<file path="src/rtl/register_dump_tx_pkg.sv">
// register_dump_tx_pkg
// Shared definitions for the register dump transmitter: FSM state encoding
// and the frame header byte. Optional framing is enabled by DUMP_FRAMING_EN.
`timescale 1ns/1ps
package register_dump_tx_pkg;

    typedef enum logic [2:0] {
        IDLE     = 3'd0,
        HEADER   = 3'd1,
        LOAD     = 3'd2,
        SEND     = 3'd3,
        CHECKSUM = 3'd4,
        DONE     = 3'd5
    } dump_state_t;

    localparam logic [7:0] DUMP_HEADER = 8'hA5;

endpackage

</file>
<file path="src/rtl/register_dump_tx.sv">
// register_dump_tx
// Debug read-out engine: on a one-cycle dump_start it freezes the pipeline,
// walks the register bank read port from 0 to NUM_REGS-1 and streams each
// word LSB-first as bytes over a valid/ready interface.
//
// Ports:
//   clk, reset_n   single clock, asynchronous active-low reset
//   dump_start     one-cycle request; ignored while a dump is running
//   halt, busy     high from the first cycle after the request until DONE
//   rd_addr        bank read address (combinational rd_data returned)
//   rd_data        bank read data
//   tx_data/valid  byte stream toward the transmitter
//   tx_ready       transmitter accepts a byte on tx_valid && tx_ready
//   done           one-cycle pulse after the final byte
//
// Macro DUMP_FRAMING_EN adds a leading 8'hA5 header byte and a trailing
// XOR checksum byte over all data bytes.
`timescale 1ns/1ps
module register_dump_tx
    import register_dump_tx_pkg::*;
#(
    parameter int NUM_REGS   = 32,
    parameter int DATA_WIDTH = 32,
    parameter int ADDR_WIDTH = 5
) (
    input  logic                  clk,
    input  logic                  reset_n,
    input  logic                  dump_start,
    output logic                  halt,
    output logic                  busy,
    output logic [ADDR_WIDTH-1:0] rd_addr,
    input  logic [DATA_WIDTH-1:0] rd_data,
    output logic [7:0]            tx_data,
    output logic                  tx_valid,
    input  logic                  tx_ready,
    output logic                  done
);

    localparam int BYTES = DATA_WIDTH / 8;
    localparam int BCW   = (BYTES > 1) ? $clog2(BYTES) : 1;
    localparam logic [BCW-1:0]        LAST_BYTE = BCW'(BYTES - 1);
    localparam logic [ADDR_WIDTH-1:0] LAST_ADDR = ADDR_WIDTH'(NUM_REGS - 1);

    dump_state_t           state, state_next;
    logic [DATA_WIDTH-1:0] shift;
    logic [BCW-1:0]        byte_cnt;
`ifdef DUMP_FRAMING_EN
    logic [7:0]            csum;
`endif

    always_ff @(posedge clk or negedge reset_n) begin
        if (!reset_n) begin
            state <= IDLE;
        end else begin
            state <= state_next;
        end
    end

    // Outputs are decoded from state so that reset forces them all low at once.
    always_comb begin
        state_next = state;
        halt       = 1'b0;
        busy       = 1'b0;
        tx_valid   = 1'b0;
        tx_data    = '0;
        done       = 1'b0;
        case (state)
            IDLE: begin
                if (dump_start) begin
`ifdef DUMP_FRAMING_EN
                    state_next = HEADER;
`else
                    state_next = LOAD;
`endif
                end
            end
`ifdef DUMP_FRAMING_EN
            HEADER: begin
                halt     = 1'b1;
                busy     = 1'b1;
                tx_valid = 1'b1;
                tx_data  = DUMP_HEADER;
                if (tx_ready) state_next = LOAD;
            end
`endif
            LOAD: begin
                halt       = 1'b1;
                busy       = 1'b1;
                state_next = SEND;
            end
            SEND: begin
                halt     = 1'b1;
                busy     = 1'b1;
                tx_valid = 1'b1;
                tx_data  = shift[7:0];
                if (tx_ready && byte_cnt == LAST_BYTE) begin
                    if (rd_addr == LAST_ADDR) begin
`ifdef DUMP_FRAMING_EN
                        state_next = CHECKSUM;
`else
                        state_next = DONE;
`endif
                    end else begin
                        state_next = LOAD;
                    end
                end
            end
`ifdef DUMP_FRAMING_EN
            CHECKSUM: begin
                halt     = 1'b1;
                busy     = 1'b1;
                tx_valid = 1'b1;
                tx_data  = csum;
                if (tx_ready) state_next = DONE;
            end
`endif
            DONE: begin
                done       = 1'b1;
                state_next = IDLE;
            end
            default: state_next = IDLE;
        endcase
    end

    always_ff @(posedge clk or negedge reset_n) begin
        if (!reset_n) begin
            shift    <= '0;
            byte_cnt <= '0;
            rd_addr  <= '0;
`ifdef DUMP_FRAMING_EN
            csum     <= '0;
`endif
        end else begin
            case (state)
                IDLE: begin
                    if (dump_start) begin
                        rd_addr <= '0;
`ifdef DUMP_FRAMING_EN
                        csum    <= '0;
`endif
                    end
                end
                LOAD: begin
                    shift    <= rd_data;
                    byte_cnt <= '0;
                end
                SEND: begin
                    if (tx_ready) begin
                        shift    <= shift >> 8;
                        byte_cnt <= byte_cnt + 1'b1;
`ifdef DUMP_FRAMING_EN
                        csum     <= csum ^ shift[7:0];
`endif
                        // Address advances only between words and stops at the last index.
                        if (byte_cnt == LAST_BYTE && rd_addr != LAST_ADDR) begin
                            rd_addr <= rd_addr + 1'b1;
                        end
                    end
                end
                DONE: rd_addr <= '0;
                default: ;
            endcase
        end
    end

endmodule
</file>
<file path="config.mk">
export PLATFORM = sky130hd
export DESIGN_NAME = register_dump_tx
export DESIGN_NICKNAME = d
export VERILOG_FILES = /design/src/rtl/register_dump_tx_pkg.sv /design/src/rtl/register_dump_tx.sv
export SDC_FILE = /design/constraint.sdc
export NUM_CORES = 1
export LEC_CHECK = 0
export CAP_MARGIN = 10
export CORE_UTILIZATION = 30
export CTS_CLUSTER_SIZE = 8
export DETAILED_ROUTE_END_ITERATION = 12
export SETUP_SLACK_MARGIN = 0.05
export SLEW_MARGIN = 20
export SYNTH_ARGS = -nofsm -noshare
export SYNTH_HDL_FRONTEND = slang
export SYNTH_SLANG_ARGS = --single-unit
</file>
<file path="constraint.sdc">
create_clock -name clk -period 1.65 [get_ports clk]
set_input_delay 0.4125 -clock clk [delete_from_list [all_inputs] [get_ports clk]]
set_output_delay 0.4125 -clock clk [all_outputs]
set_load 0.01 [all_outputs]
</file>
==> Word-level counts from Yosys, hierarchy flattened <==
Index checks and enable logic that the tools add are counted.
{ "totals": {"in_bits": 36, "reg_bits": 42, "out_inout_bits": 17} }
{ "op_classes": {"n_reduce_logical": 9, "n_eq_ne": 10, "n_addsub": 2, "n_mux": 16} }
{ "ops": {"columns": ["operator", "n"], "rows": [
  ["one-hot mux 32 bit (2 select lines)", 1],
  ["2-to-1 mux 32 bit", 1],
  ["2-to-1 mux 5 bit", 3],
  ["one-hot mux 5 bit (3 select lines)", 1],
  ["2-to-1 mux 3 bit", 3],
  ["one-hot mux 3 bit (3 select lines)", 1],
  ["2-to-1 mux 8 bit", 1],
  ["inequality test 2 bit, second input constant", 4],
  ["== test 3 x 2 -> 1 bit, second input constant", 2],
  ["adder 5 x 1 -> 5 bit, second input constant", 1],
  ["== test 5 bit, second input constant", 1],
  ["inequality test 5 bit, second input constant", 1],
  ["one-hot mux 2 bit (2 select lines)", 1],
  ["AND reduction 2 bit", 2],
  ["AND reduction 4 bit", 1],
  ["== test 3 bit, second input constant", 1],
  ["zero test 3 bit", 1],
  ["2-to-1 mux 1 bit", 3],
  ["nonzero test 3 bit", 1],
  ["adder 2 x 1 -> 2 bit, second input constant", 1],
  ["== test 2 bit, second input constant", 1],
  ["logical AND 1 bit", 2],
  ["2-to-1 mux 2 bit", 1],
  ["nonzero test 2 bit", 1],
  ["OR reduction 2 bit", 1]
]} }

==> Logic depth before layout (Yosys ltp) <==
{ "depth": {"word_depth": 5, "mapped_depth": 7} }

==> Worst setup path before layout <==
Ideal clock, no wire load.
{ "synth_timing": {"kind": "reg2reg", "startpoint": "reg rd_addr[0]", "endpoint": "reg rd_addr[1]", "setup_slack_ns": -0.126, "synth_period_minus_slack_ns": 1.776, "arrival_time_ns": 1.697, "setup_time_ns": 0.079, "path_stages_with_launch": 7, "path_buffers": 0, "cell_sequence": "dfrtp_1 ha_1 and3_1 ha_1 and4b_1 a211o_1 mux2i_1"} }
{ "synth_via": {"elab_chain_len": 4, "elab_cells_between_ends": 8, "cone_classes": "add/sub (1); eq/ne (2); mux (3); reduce/logical (2)"} }
{ "synth_rtl": {"columns": ["element", "line", "text"], "rows": [
  ["start: declaration", "register_dump_tx.sv:31", "output logic [ADDR_WIDTH-1:0] rd_addr,"],
  ["start signal: assignment", "register_dump_tx.sv:156", "rd_addr <= rd_addr + 1'b1;"],
  ["adder 5 x 1 -> 5 bit or inequality test 5 bit (tied branches)", "register_dump_tx.sv:156, register_dump_tx.sv:155", null],
  ["2-to-1 mux 5 bit or logical AND 1 bit (tied branches)", "register_dump_tx.sv:155", "if (byte_cnt == LAST_BYTE && rd_addr != LAST_ADDR) begin"],
  ["2-to-1 mux 5 bit or inequality test 2 bit (tied branches)", null, null],
  ["one-hot mux 5 bit (3 select lines) or AND reduction 4 bit (tied branches)", null, null]
]} }
Parallel ways exist; a longest one is shown, timed or not. The select of a mux whose other input is x is not followed.
A chain may end at the register's enable or synchronous reset.

==> Worst setup path after layout <==
{ "layout_timing": {"startpoint": "reg state[1]", "endpoint": "out tx_data[5]"} }
{ "layout_via": {"elab_chain_len": 2} }
{ "layout_rtl": {"columns": ["element", "line", "text"], "rows": [
  ["start: declaration", "register_dump_tx.sv:44", "dump_state_t state, state_next;"],
  ["start signal: assignment", "register_dump_tx.sv:55", "state <= state_next;"],
  ["== test 3 x 2 -> 1 bit", "register_dump_tx.sv:67", "case (state)"],
  ["2-to-1 mux 8 bit", "register_dump_tx.sv:67", null],
  ["end: declaration", "register_dump_tx.sv:33", "output logic [7:0] tx_data,"]
]} }
Every way passes these cells.

==> metrics.md <==
| Metric | Value |
|---|---|
| Status | finished with violations |
| Failing checks | setup timing |
| Final nets | 286 |
| Tot GR Track Use | 13.92% |
| Core area | 0.006944 mm2 |
| Final Hold Fails | 0 |
| P&R area growth vs syn | 54.38% |
| Cell Area, Synth | 0.002200 mm2 |
| DRT Pass-1 Iters | 4 |
| Ant diodes | 0 |
| Setup-failing EPs final | 32 |
| Die X | 87.63 um |
| Vias/cell | 4.584 |
| Worst-path clk slew | 80 ps |
| Wire per inst | 14.47 um |
| RSZ-0062 raised after global routing | true |
| I/O Pins | 53 |
| Leakage Power | 0.001702 uW |
| Post-route core utilization | 48.90% |
| WP data required | 1240 ps |
| Slew @ Worst Pin | 641.8 ps |
| Critical path arrival | 1430 ps |
| Total gr overflow | 0 |
| Sequential fraction of the synthesis area | 47.78% |
| Crit path kind | flop to output pin |
| Maximum clock path buffer count | 2 |
| CTS Sinks | 42 |
| Global-route wire length before repair | 8.004 mm |
| IO Port Bufs | 52 |
| CP Launch Type | flop |
| Num CTS Buffers | 5 |
| Hold Crit Class | input pin to async pin |
| Setup ws final | -192.3 ps |
| CTS tree | done |
| Residual DRC | 0 |
| Final WL | 4.977 mm |
| Reg-to-Reg End | shift[9]$_DFFE_PN0P_ |
| Clock skew after layout | 6.855 ps |
| Routed vias | 1577 |
| Final worst-path cycle share | 111.7% |
| Crit Path Max Fanout | 8 |
| Placed instance area | 0.002978 mm2 |
| Fin area | 0.003396 mm2 |
| Die height | 87.63 um |
| Syn_nets | 198 |
| Cell Pwr Density | 1462 mW/mm2 |
| Clock Latency Late Sink | 300 ps |
| Max VDD drop | 414.4 uV |
| Max-slew violations | 0 |
| R2R Path Start | state[1]$_DFFE_PN0P_ |
| Synth warn | 0 |
| Max-Cap Viols | 0 |
| Tmin final | 1842 ps |
| Routability congestion estimate from global placement | 0.7380 |
| Fin cells | 344 |
| Worst slew margin | 56.93% |
| Worst slack at placement | -234.9 ps |
| R2R cell count | 7 |
| Initial Utilization | 31.68% |
| Vias in the first global route | 1583 |
| Initial antenna violation count | 0 |
| CTS root buffer | clkbuf_8 |
| R2R setup slack | -140 ps |
| Largest net degree at the start of global routing | 43 |
| Layout cells sized above 1 | 50.40% |
| Routed Antenna Nets | 0 |
| Number of distinct library cells after synthesis | 29 |
| Cells after synthesis | 159 |
| H-tree depth | 2 |
| Inst Count DP | 317 |
| Drt first-iter violations | 44 |
| F_max | 542.8 MHz |
| Row cnt | 30 |
| Avg Cell Area, Syn | 13.83 um2 |
| Seq cells post-synth | 42 |
| Final HPWL DP | 3.210 mm |
| Die area | 0.007678 mm2 |
| Crit. End Element | output pin |
## placed cells by master, fill, tap and decap left out, drive strengths merged, types with 4 or more instances in the layout
master	instances
mux2	48
dfrtp	42
clkbuf	7
nand2	4
nor2	4
dlygate4sd2	6
a31oi	4
a22o	8
buf	49
inv	6
clkdlybuf4s50	34
and2	8
## worst max-delay path, stage by stage, from the launching register on
cell and delay (ps):
dfrtp_1 380, and3b_2 250, buf_12 140, buf_8 120, and2_4 130, buf_6 110
## cells by family after synthesis
group	count (synthesis)	share of synthesized area [%]
AO/OA/AOI/OAI	20	6.940
adder cells (fa/ha/maj)	3	1.707
buffers and inverters	15	4.949
flip-flops	42	47.78
multiplexers	50	30.94
AND/OR/NAND/NOR	29	7.679
## what timing repair did
action	CTS	global route
gates resized for setup	84	12
pin swaps	3	1
cloned	2	1
setup buffers	15	4
hold buffers	0	0
setup endpoints to repair	46	41
## registers in the layout (all words and copies together) (netlist names)
signal and count:
byte_cnt 2, rd_addr 5, state 3, shift 32
## cell type report
type,instances,area [um2]
sequential,42,1051
timing repair buffer,90,953.4
clock buffer,6,82.58
fill,627,3548
tap,96,120.1
multi-input combinational,102,1151
clock inverter,2,12.51
inverter,6,25.02
## synthesized netlist by cell type
cell type,count,area share (%)
a211o_1,1,0.40
a21o_1,1,0.34
a21oi_2,1,0.40
a22o_1,8,3.2
a2bb2oi_1,2,0.80
a31oi_1,4,1.1
and2_1,8,2.3
and3_1,2,0.57
and3b_1,2,0.80
and4b_1,1,0.46
buf_12,1,0.91
buf_2,2,0.46
buf_4,3,1.0
buf_6,3,1.5
dfrtp_1,42,48
ha_1,3,1.7
inv_1,6,1.0
mux2_2,16,8.2
mux2_4,32,22
mux2i_1,2,0.91
nand2_1,4,0.68
nand2b_1,3,0.85
nand3_1,2,0.46
nor2_1,4,0.68
nor3_1,1,0.23
nor4_1,1,0.28
nor4b_1,1,0.40
o21ai_0,2,0.46
o21ai_1,1,0.23
## per-layer routing
layer	wire length [um]	GRT usage (%)	part of all wire, %
met5	0	0	0
met2	2452	24.29	49
met4	73	5.216	1.5
met1	2270	16.82	46
met3	181	3.016	3.6
## where the power goes
part	switching, uW	internal, uW
clock network	369	337
registers	180	1340
logic	940	1800
## worst max-delay path by stage
stage,from,endpoint,slack (ps),depth (start not counted)
2_1_floorplan,rd_addr[1]$_DFFE_PN0P_,rd_addr[1]$_DFFE_PN0P_,-70,6
3_3_place_gp,tx_ready,shift[6]$_DFFE_PN0P_,-220,5
5_1_grt,state[1]$_DFFE_PN0P_,tx_data[4],-240,5
3_5_place_dp,tx_ready,shift[5]$_DFFE_PN0P_,-230,5
6_report,state[1]$_DFFE_PN0P_,tx_data[5],-190,5
4_1_cts,state[0]$_DFFE_PN0P_,tx_data[5],-200,5
## stage by stage
step	power, uW	hold WS, ps	setup TNS (ps)
after floorplan	3071	116.9	-233.5
after global placement	3733	407.9	-8707
after detailed placement	3778	409.7	-8756
after CTS	4895	76.24	-2931
after global routing	5266	70.56	-4216
final	4964	64.45	-2514
No activity file was read; power rests on OpenSTA's default activity.
